$ cat src/rtl/ctrl_pipe.sv
// Control-path pipeline registers (EX/MEM/WB) with load-use stall, branch/jump flush
// and a saturating count of inserted bubbles.
module ctrl_pipe #(
   parameter int BUBBLE_W = 16
) (
   input  logic                clk,
   input  logic                reset,
   input  logic [8:0]          id_ctrl,
   input  logic                id_valid,
   input  logic [4:0]          id_rs1,
   input  logic [4:0]          id_rs2,
   input  logic [4:0]          id_rd,
   input  logic                ex_branch_taken,
   output logic [8:0]          ex_ctrl,
   output logic [4:0]          ex_rd,
   output logic                mem_regwrite,
   output logic                mem_memtoreg,
   output logic                mem_memread,
   output logic                mem_memwrite,
   output logic [4:0]          mem_rd,
   output logic                wb_regwrite,
   output logic                wb_memtoreg,
   output logic [4:0]          wb_rd,
   output logic                stall,
   output logic                flush,
   output logic [BUBBLE_W-1:0] bubble_cnt
);

   localparam int REG_WRITE  = 8;
   localparam int MEM_TO_REG = 7;
   localparam int MEM_READ   = 6;
   localparam int MEM_WRITE  = 5;
   localparam int BRANCH     = 3;
   localparam int JUMP       = 2;

   localparam logic [BUBBLE_W-1:0] CNT_MAX = '1;
   localparam logic [BUBBLE_W-1:0] CNT_ONE = {{(BUBBLE_W-1){1'b0}}, 1'b1};

   logic load_use;
   logic advance;

   // Hazards look only at the EX register and the ID inputs; a redirect
   // from EX makes the ID instruction dead, so it masks the load-use stall.
   always_comb begin
      flush    = (ex_ctrl[BRANCH] & ex_branch_taken) | ex_ctrl[JUMP];
      load_use = ex_ctrl[MEM_READ] && (ex_rd != 5'd0) && id_valid &&
                 ((ex_rd == id_rs1) || (ex_rd == id_rs2));
      stall    = load_use & ~flush;
      advance  = id_valid & ~stall & ~flush;
   end

   always_ff @(posedge clk) begin
      if (reset) begin
         ex_ctrl      <= '0;
         ex_rd        <= '0;
         mem_regwrite <= 1'b0;
         mem_memtoreg <= 1'b0;
         mem_memread  <= 1'b0;
         mem_memwrite <= 1'b0;
         mem_rd       <= '0;
         wb_regwrite  <= 1'b0;
         wb_memtoreg  <= 1'b0;
         wb_rd        <= '0;
         bubble_cnt   <= '0;
      end else begin
         ex_ctrl      <= advance ? id_ctrl : 9'd0;
         ex_rd        <= advance ? id_rd : 5'd0;
         mem_regwrite <= ex_ctrl[REG_WRITE];
         mem_memtoreg <= ex_ctrl[MEM_TO_REG];
         mem_memread  <= ex_ctrl[MEM_READ];
         mem_memwrite <= ex_ctrl[MEM_WRITE];
         mem_rd       <= ex_rd;
         wb_regwrite  <= mem_regwrite;
         wb_memtoreg  <= mem_memtoreg;
         wb_rd        <= mem_rd;
         // Idle (id_valid=0) bubbles are deliberately left out of the count.
         if ((stall || flush) && (bubble_cnt != CNT_MAX))
            bubble_cnt <= bubble_cnt + CNT_ONE;
      end
   end

endmodule

$ cat config.mk
export PLATFORM = sky130hd
export DESIGN_NAME = ctrl_pipe
export DESIGN_NICKNAME = d
export VERILOG_FILES = /design/src/rtl/ctrl_pipe.sv
export SDC_FILE = /design/constraint.sdc
export NUM_CORES = 1
export LEC_CHECK = 0
export CORE_ASPECT_RATIO = 0.6
export CORE_UTILIZATION = 41
export CTS_CLUSTER_SIZE = 28
export DETAILED_ROUTE_END_ITERATION = 12
export GPL_TIMING_DRIVEN = 0
export PLACE_DENSITY = 0.85
export SLEW_MARGIN = 0
export SYNTH_ARGS = -nofsm -noshare
export SYNTH_HDL_FRONTEND = slang
export SYNTH_SLANG_ARGS = --single-unit
export TNS_END_PERCENT = 30
$ cat constraint.sdc
create_clock -name clk -period 3.4 [get_ports clk]
set_input_delay 0.68 -clock clk [delete_from_list [all_inputs] [get_ports clk]]
set_output_delay 0.68 -clock clk [all_outputs]
set_load 0.02 [all_outputs]
==> flow_metrics.env, run 1 <==
export IMPL_outcome="complete, no violations"
export IMPL_seq_area_frac_synth=0.511
export IMPL_gr_total_overflow=0
export IMPL_cpPeakStageDelay_ns=0.61
export IMPL_post_route_util=0.657
export IMPL_drc_errors=0
export IMPL_htreeDepth=2
export IMPL_cap_violations=0
export IMPL_synthArstFlopShare=0
export IMPL_reg2regPathDepth=9
export IMPL_hold_class="reg -> reg"
export IMPL_cp_required_ns=2.72
export IMPL_row_count=18
export IMPL_gp_congestion=0.792
export IMPL_cts_resized=0
export IMPL_path_depth=7
export IMPL_antenna_found_initial=0
export IMPL_post_cts_buffers=0
export IMPL_yosysUniqueCellTypes=38
export IMPL_fp_dieArea_um2=4670
export IMPL_final_period_utilization=0.956
export IMPL_arrival_ns=2.57
export IMPL_synth_main_ff_cell="dfxtp_1"
export IMPL_worstPathMaxFanout=4
export IMPL_synthesis_nets=212
export IMPL_cts_hold_buf=0
export IMPL_synth_area_leader_cell="dfxtp_1"
export IMPL_portBuffers=75
export IMPL_dr_total_vias=1575
export IMPL_via_per_inst=4.83
export IMPL_worst_path_buf_inv=2
export IMPL_clk_pin_slew_ns=0.08
export IMPL_cp_common_cell="clkdlybuf4s50_1"
export IMPL_synth_edf_count=0
export IMPL_synthCells=183
export IMPL_cts_made_buffers=5
export IMPL_met1_usage=0.263
export IMPL_cts_sinks=46
export IMPL_cts_buffer_depth=2
export IMPL_core_um2=4170
export IMPL_fin_hold_ws_ns=0.465
export IMPL_io_pins=76
export IMPL_final_common_cell="clkdlybuf4s50_1"
export IMPL_min_path_cells=1
export IMPL_layout_common_cells="clkdlybuf4s50_1 (75), dfxtp_1 (46), nor2b_1 (18)"
export IMPL_wl_per_cell_um=13.1
export IMPL_syn_area_um2=1800
export IMPL_use_met2=0.313
export IMPL_synth_area_leaders="dfxtp_1 (51%), nor2b_1 (6.3%), and2_1 (5.6%)"
export IMPL_grt_pass1_wl_mm=6.80
export IMPL_crit_path_cell_trace="clkdlybuf4s50_1 > xnor2_1 > nand3_1 > o22ai_2 > nand2_1 > nor2_1 > clkdlybuf4s50_1"
export IMPL_yosysWarnings=0
export IMPL_grt_max_degree=15
export IMPL_start_util=0.432
export IMPL_grt_setup_unrepaired="false"
export IMPL_grt_pass1_vias=1427
export IMPL_area_delta_synth_final_pct=51.9
export IMPL_n_antenna_cell=0
export IMPL_antenna_left=0
export IMPL_yosys_area_top_type_share=0.511
export IMPL_hold_violations=0
export IMPL_worst_setup_path_type="in -> out"
export IMPL_tritoncts="yes"
export IMPL_fp_dieH_um=53.4
export IMPL_drt_iter0_markers=52
export IMPL_ir_drop_mv=0.247
export IMPL_tightest_slew_ns=0.508
export IMPL_cellLeakagePower_nw=1.04
export IMPL_dr_pass1_iters=4
export IMPL_endpoint_kind="output pin"
export IMPL_layout_min_cycle_time_ns=3.25
export IMPL_fill_cells=351
export IMPL_top_usage_layer="met2"
export IMPL_num_nets_final=294
export IMPL_wl_mm=4.26
export IMPL_cp_start_kind="input port"
export IMPL_die_w_um=87.6
export IMPL_critical_path_top_delay_family="buffers and inverters"
export IMPL_fin_setup_tns_ns=0
export IMPL_critPathSlowestCell="clkdlybuf4s50_1"
export IMPL_clockRootBuffer="clkbuf_8"
export IMPL_synth_avg_cell_area_um2=9.85
export IMPL_post_dp_cell_area_um2=2630
export IMPL_hpwl_mm=3.33
export IMPL_ys_ff_latch=46
export IMPL_use_met3=0.0796
export IMPL_track_usage=0.201
export IMPL_skew_ns=0.00573
export IMPL_drv_slew=0
export IMPL_p_per_area_nw_per_um2=395
export IMPL_clk_insertion_delay_late_ns=0.29
export IMPL_fin_area_um2=2740
export IMPL_fmax_mhz=308
export IMPL_setup_viol=0
export IMPL_drive_above_1_share=0.0526
export IMPL_relSlewSlack=0.662
export IMPL_power_total_w=0.00108
## flip-flops by register name (all words and copies together) (netlist names)
| signal | cells |
|---|---|
| mem_rd | 5 |
| mem_regwrite | 1 |
| wb_rd | 5 |
| mem_memread | 1 |
| wb_memtoreg | 1 |
| ex_ctrl | 9 |
| mem_memtoreg | 1 |
| ex_rd | 5 |
| wb_regwrite | 1 |
| bubble_cnt | 16 |
| mem_memwrite | 1 |
## kinds of logic (layout without fill, tap and decap cells)
| group | count (synthesis) | after routing | share of synthesized area |
|---|---|---|---|
| xor gates and xnor gates | 11 | 11 | 0.0535 |
| buffers and inverters | 9 | 92 | 0.0278 |
| AOI/OAI and AO/OA | 29 | 29 | 0.113 |
| DFF | 46 | 46 | 0.511 |
| adders and majority gates | 1 | 1 | 0.00694 |
| and+or+nand+nor | 84 | 84 | 0.267 |
| muxes | 3 | 3 | 0.0201 |
## per-layer routing
metal  vias to the layer above  routed length, um
li1                        796                  -
met1                       730               2120
met2                        45               1860
met3                         4                251
met4                         0                 27
met5                         -                  0
## stage by stage
step | setup slack, ns | cells
floorplan | 1.20 | 183
CTS | 0.149 | 326
global route | 0.0407 | 326
finish | 0.150 | 326
global placement | 0.197 | 318
detailed placement | 0.158 | 318
## worst reg2reg max path: cells and delay by family, from the launching register on
| family | cells | cell delay [ns] |
|---|---|---|
| muxes | 1 | 0.19 |
| buffers and inverters | 2 | 0.32 |
| adders and majority gates | 1 | 0.22 |
| and+or+nand+nor | 4 | 0.87 |
| DFF | 1 | 0.43 |
| AOI/OAI and AO/OA | 1 | 0.15 |
## Yosys cell counts (3+ instances only)
library cell and instances:
nand3_1 9, a21oi_1 10, and4_1 3, xnor2_1 10, inv_1 3, o21ai_1 6
and3_1 4, dfxtp_1 46, clkbuf_1 3, nand2_1 10, nor2_1 10, and2_1 16
nor2b_1 18, or3_1 7
## path summary, 6_finish.rpt
kind	start	endpoint	slack, ns
setup / recovery	id_rs1[0]	stall	0.15
hold / removal	mem_rd[3]$_SDFF_PP0_	wb_rd[3]$_SDFF_PP0_	0.46
setup reg to reg	bubble_cnt[0]$_SDFFE_PP0P_	bubble_cnt[1]$_SDFFE_PP0P_	1.11
hold reg to reg	mem_rd[3]$_SDFF_PP0_	wb_rd[3]$_SDFF_PP0_	0.46
## where the power goes
group	total [W]	internal [W]	leakage [nW]	switching (W)
combinational	0.000126	0.0000718	0.616	0.0000539
sequential	0.000561	0.000551	0.373	0.00000988
clock	0.000396	0.000219	0.0514	0.000177
## final cells by class
type	instances	area, um^2	share of cell area
buffer	6	38.8	0.0142
multi-input combinational	128	831	0.303
sequential	46	921	0.336
clock inverter	2	37.5	0.0137
timing repair buffer	75	751	0.274
inverter	3	11.3	0.00411
clock buffer	6	72.6	0.0265
tap	60	75.1	0.0274
No activity file was read; power rests on OpenSTA's default activity.
==> run 2, diff against run 1 <==
--- a/config.mk
+++ b/config.mk
@@ -10,7 +10,7 @@
 export CTS_CLUSTER_SIZE = 28
 export DETAILED_ROUTE_END_ITERATION = 12
 export GPL_TIMING_DRIVEN = 0
-export PLACE_DENSITY = 0.85
+export PLACE_DENSITY = 0.81
 export SLEW_MARGIN = 0
 export SYNTH_ARGS = -nofsm -noshare
 export SYNTH_HDL_FRONTEND = slang
==> flow_metrics.env, run 2 (synthesis results as in run 1) <==
export IMPL_hold_violations=0
export IMPL_reg2reg_slack_ns=1.09
export IMPL_hpwl_mm=3.28
export IMPL_n_antenna_cell=0
export IMPL_skew_ns=0.00426
export IMPL_wl_mm=4.25
export IMPL_endpoint_kind="output pin"
export IMPL_dr_total_vias=1552
export IMPL_clk_pin_slew_ns=0.08
export IMPL_layout_common_cells="clkdlybuf4s50_1 (75), dfxtp_1 (46), nor2b_1 (18)"
export IMPL_drive_above_1_share=0.0528
export IMPL_drv_slew=0
export IMPL_post_cts_buffers=0
export IMPL_drc_errors=0
export IMPL_start_util=0.432
export IMPL_htreeDepth=2
export IMPL_cts_made_buffers=5
export IMPL_grt_max_degree=14
export IMPL_p_per_area_nw_per_um2=400
export IMPL_fp_dieArea_um2=4670
export IMPL_hold_class="reg -> reg"
export IMPL_track_usage=0.199
export IMPL_outcome="complete, no violations"
export IMPL_fin_hold_ws_ns=0.468
export IMPL_cts_buffer_depth=2
export IMPL_antenna_left=0
export IMPL_antenna_found_initial=0
export IMPL_grt_pass1_wl_mm=6.73
export IMPL_worst_setup_path_type="in -> out"
export IMPL_cp_required_ns=2.72
export IMPL_clockRootBuffer="clkbuf_8"
export IMPL_tightest_slew_ns=0.479
export IMPL_tritoncts="yes"
export IMPL_cts_hold_buf=0
export IMPL_arrival_ns=2.56
export IMPL_grt_setup_unrepaired="false"
export IMPL_grt_pass1_vias=1412
export IMPL_core_um2=4170
export IMPL_fp_dieH_um=53.4
export IMPL_fmax_mhz=308
export IMPL_row_count=18
export IMPL_dr_pass1_iters=6
export IMPL_via_per_inst=4.78
export IMPL_largest_register_ffs=16
export IMPL_final_common_cell="clkdlybuf4s50_1"
export IMPL_cap_violations=0
export IMPL_clk_insertion_delay_late_ns=0.30
export IMPL_drt_iter0_markers=32
export IMPL_ir_drop_mv=0.270
export IMPL_relSlewSlack=0.681
export IMPL_gp_congestion=0.851
export IMPL_worstPathMaxFanout=4
export IMPL_cp_start_kind="input port"
export IMPL_setup_viol=0
export IMPL_power_total_w=0.00110
export IMPL_wl_per_cell_um=13.1
export IMPL_area_delta_synth_final_pct=52.1
export IMPL_io_pins=76
export IMPL_layout_min_cycle_time_ns=3.24
export IMPL_cts_sinks=46
export IMPL_portBuffers=75
export IMPL_cts_resized=0
export IMPL_die_w_um=87.6
export IMPL_largest_register="bubble_cnt"
export IMPL_reg_largest_list="bubble_cnt x16, ex_ctrl x9"
export IMPL_final_period_utilization=0.954
export IMPL_fin_setup_tns_ns=0
export IMPL_gr_total_overflow=0
export IMPL_num_nets_final=294
export IMPL_cellLeakagePower_nw=1.05
==> run 2: final cells by class <==
cell class	instances	area, um^2
repair buffers	75	751
well taps	60	75.1
flip-flops and latches	46	921
clock buffers	6	82.6
clock inverters	1	30.0
fillers	350	1430
multi-input cells	128	831
inverters	3	11.3
plain buffers	6	38.8
==> run 2: worst max-delay path: stages <==
cell             delay, ns
clkdlybuf4s50_1       0.50
xnor2_1               0.13
nand3_1               0.12
o22ai_2               0.33
nand2_1               0.09
nor2_1                0.11
clkdlybuf4s50_1       0.61
==> run 2: report_power, final <==
group | internal, W | total [W] | switching [W]
Sequential | 0.000551 | 0.000560 | 0.00000969
Clock | 0.000235 | 0.000410 | 0.000175
Combinational | 0.0000717 | 0.000126 | 0.0000543
==> run 2: path summary, 6_finish.rpt <==
path | start | endpoint | cells after the start
worst max-delay path | id_rs1[1] | stall | 7
worst min-delay path | ex_ctrl[5]$_SDFF_PP0_ | mem_memwrite$_SDFF_PP0_ | 1
worst max register to register | bubble_cnt[0]$_SDFFE_PP0P_ | bubble_cnt[1]$_SDFFE_PP0P_ | 9
worst min register to register | ex_ctrl[5]$_SDFF_PP0_ | mem_memwrite$_SDFF_PP0_ | 1
==> run 2: layer usage <==
metal,vias to the layer above,track usage,routed length (um)
met1,703,0.262,2100
met4,0,0.0765,53
met5,-,0,0
met3,8,0.0718,300
met2,52,0.297,1790
li1,789,-,-
==> run 2: per-stage QoR <==
stage | area [um^2] | worst slack, ns | instances | utilization
2_1_floorplan | 1800 | 1.20 | 183 | -
3_3_place_gp | 2630 | 0.176 | 318 | 0.631
3_5_place_dp | 2630 | 0.139 | 318 | 0.631
4_1_cts | 2740 | 0.141 | 325 | 0.658
5_1_grt | 2740 | 0.0418 | 325 | 0.658
6_report | 2740 | 0.156 | 325 | 0.658
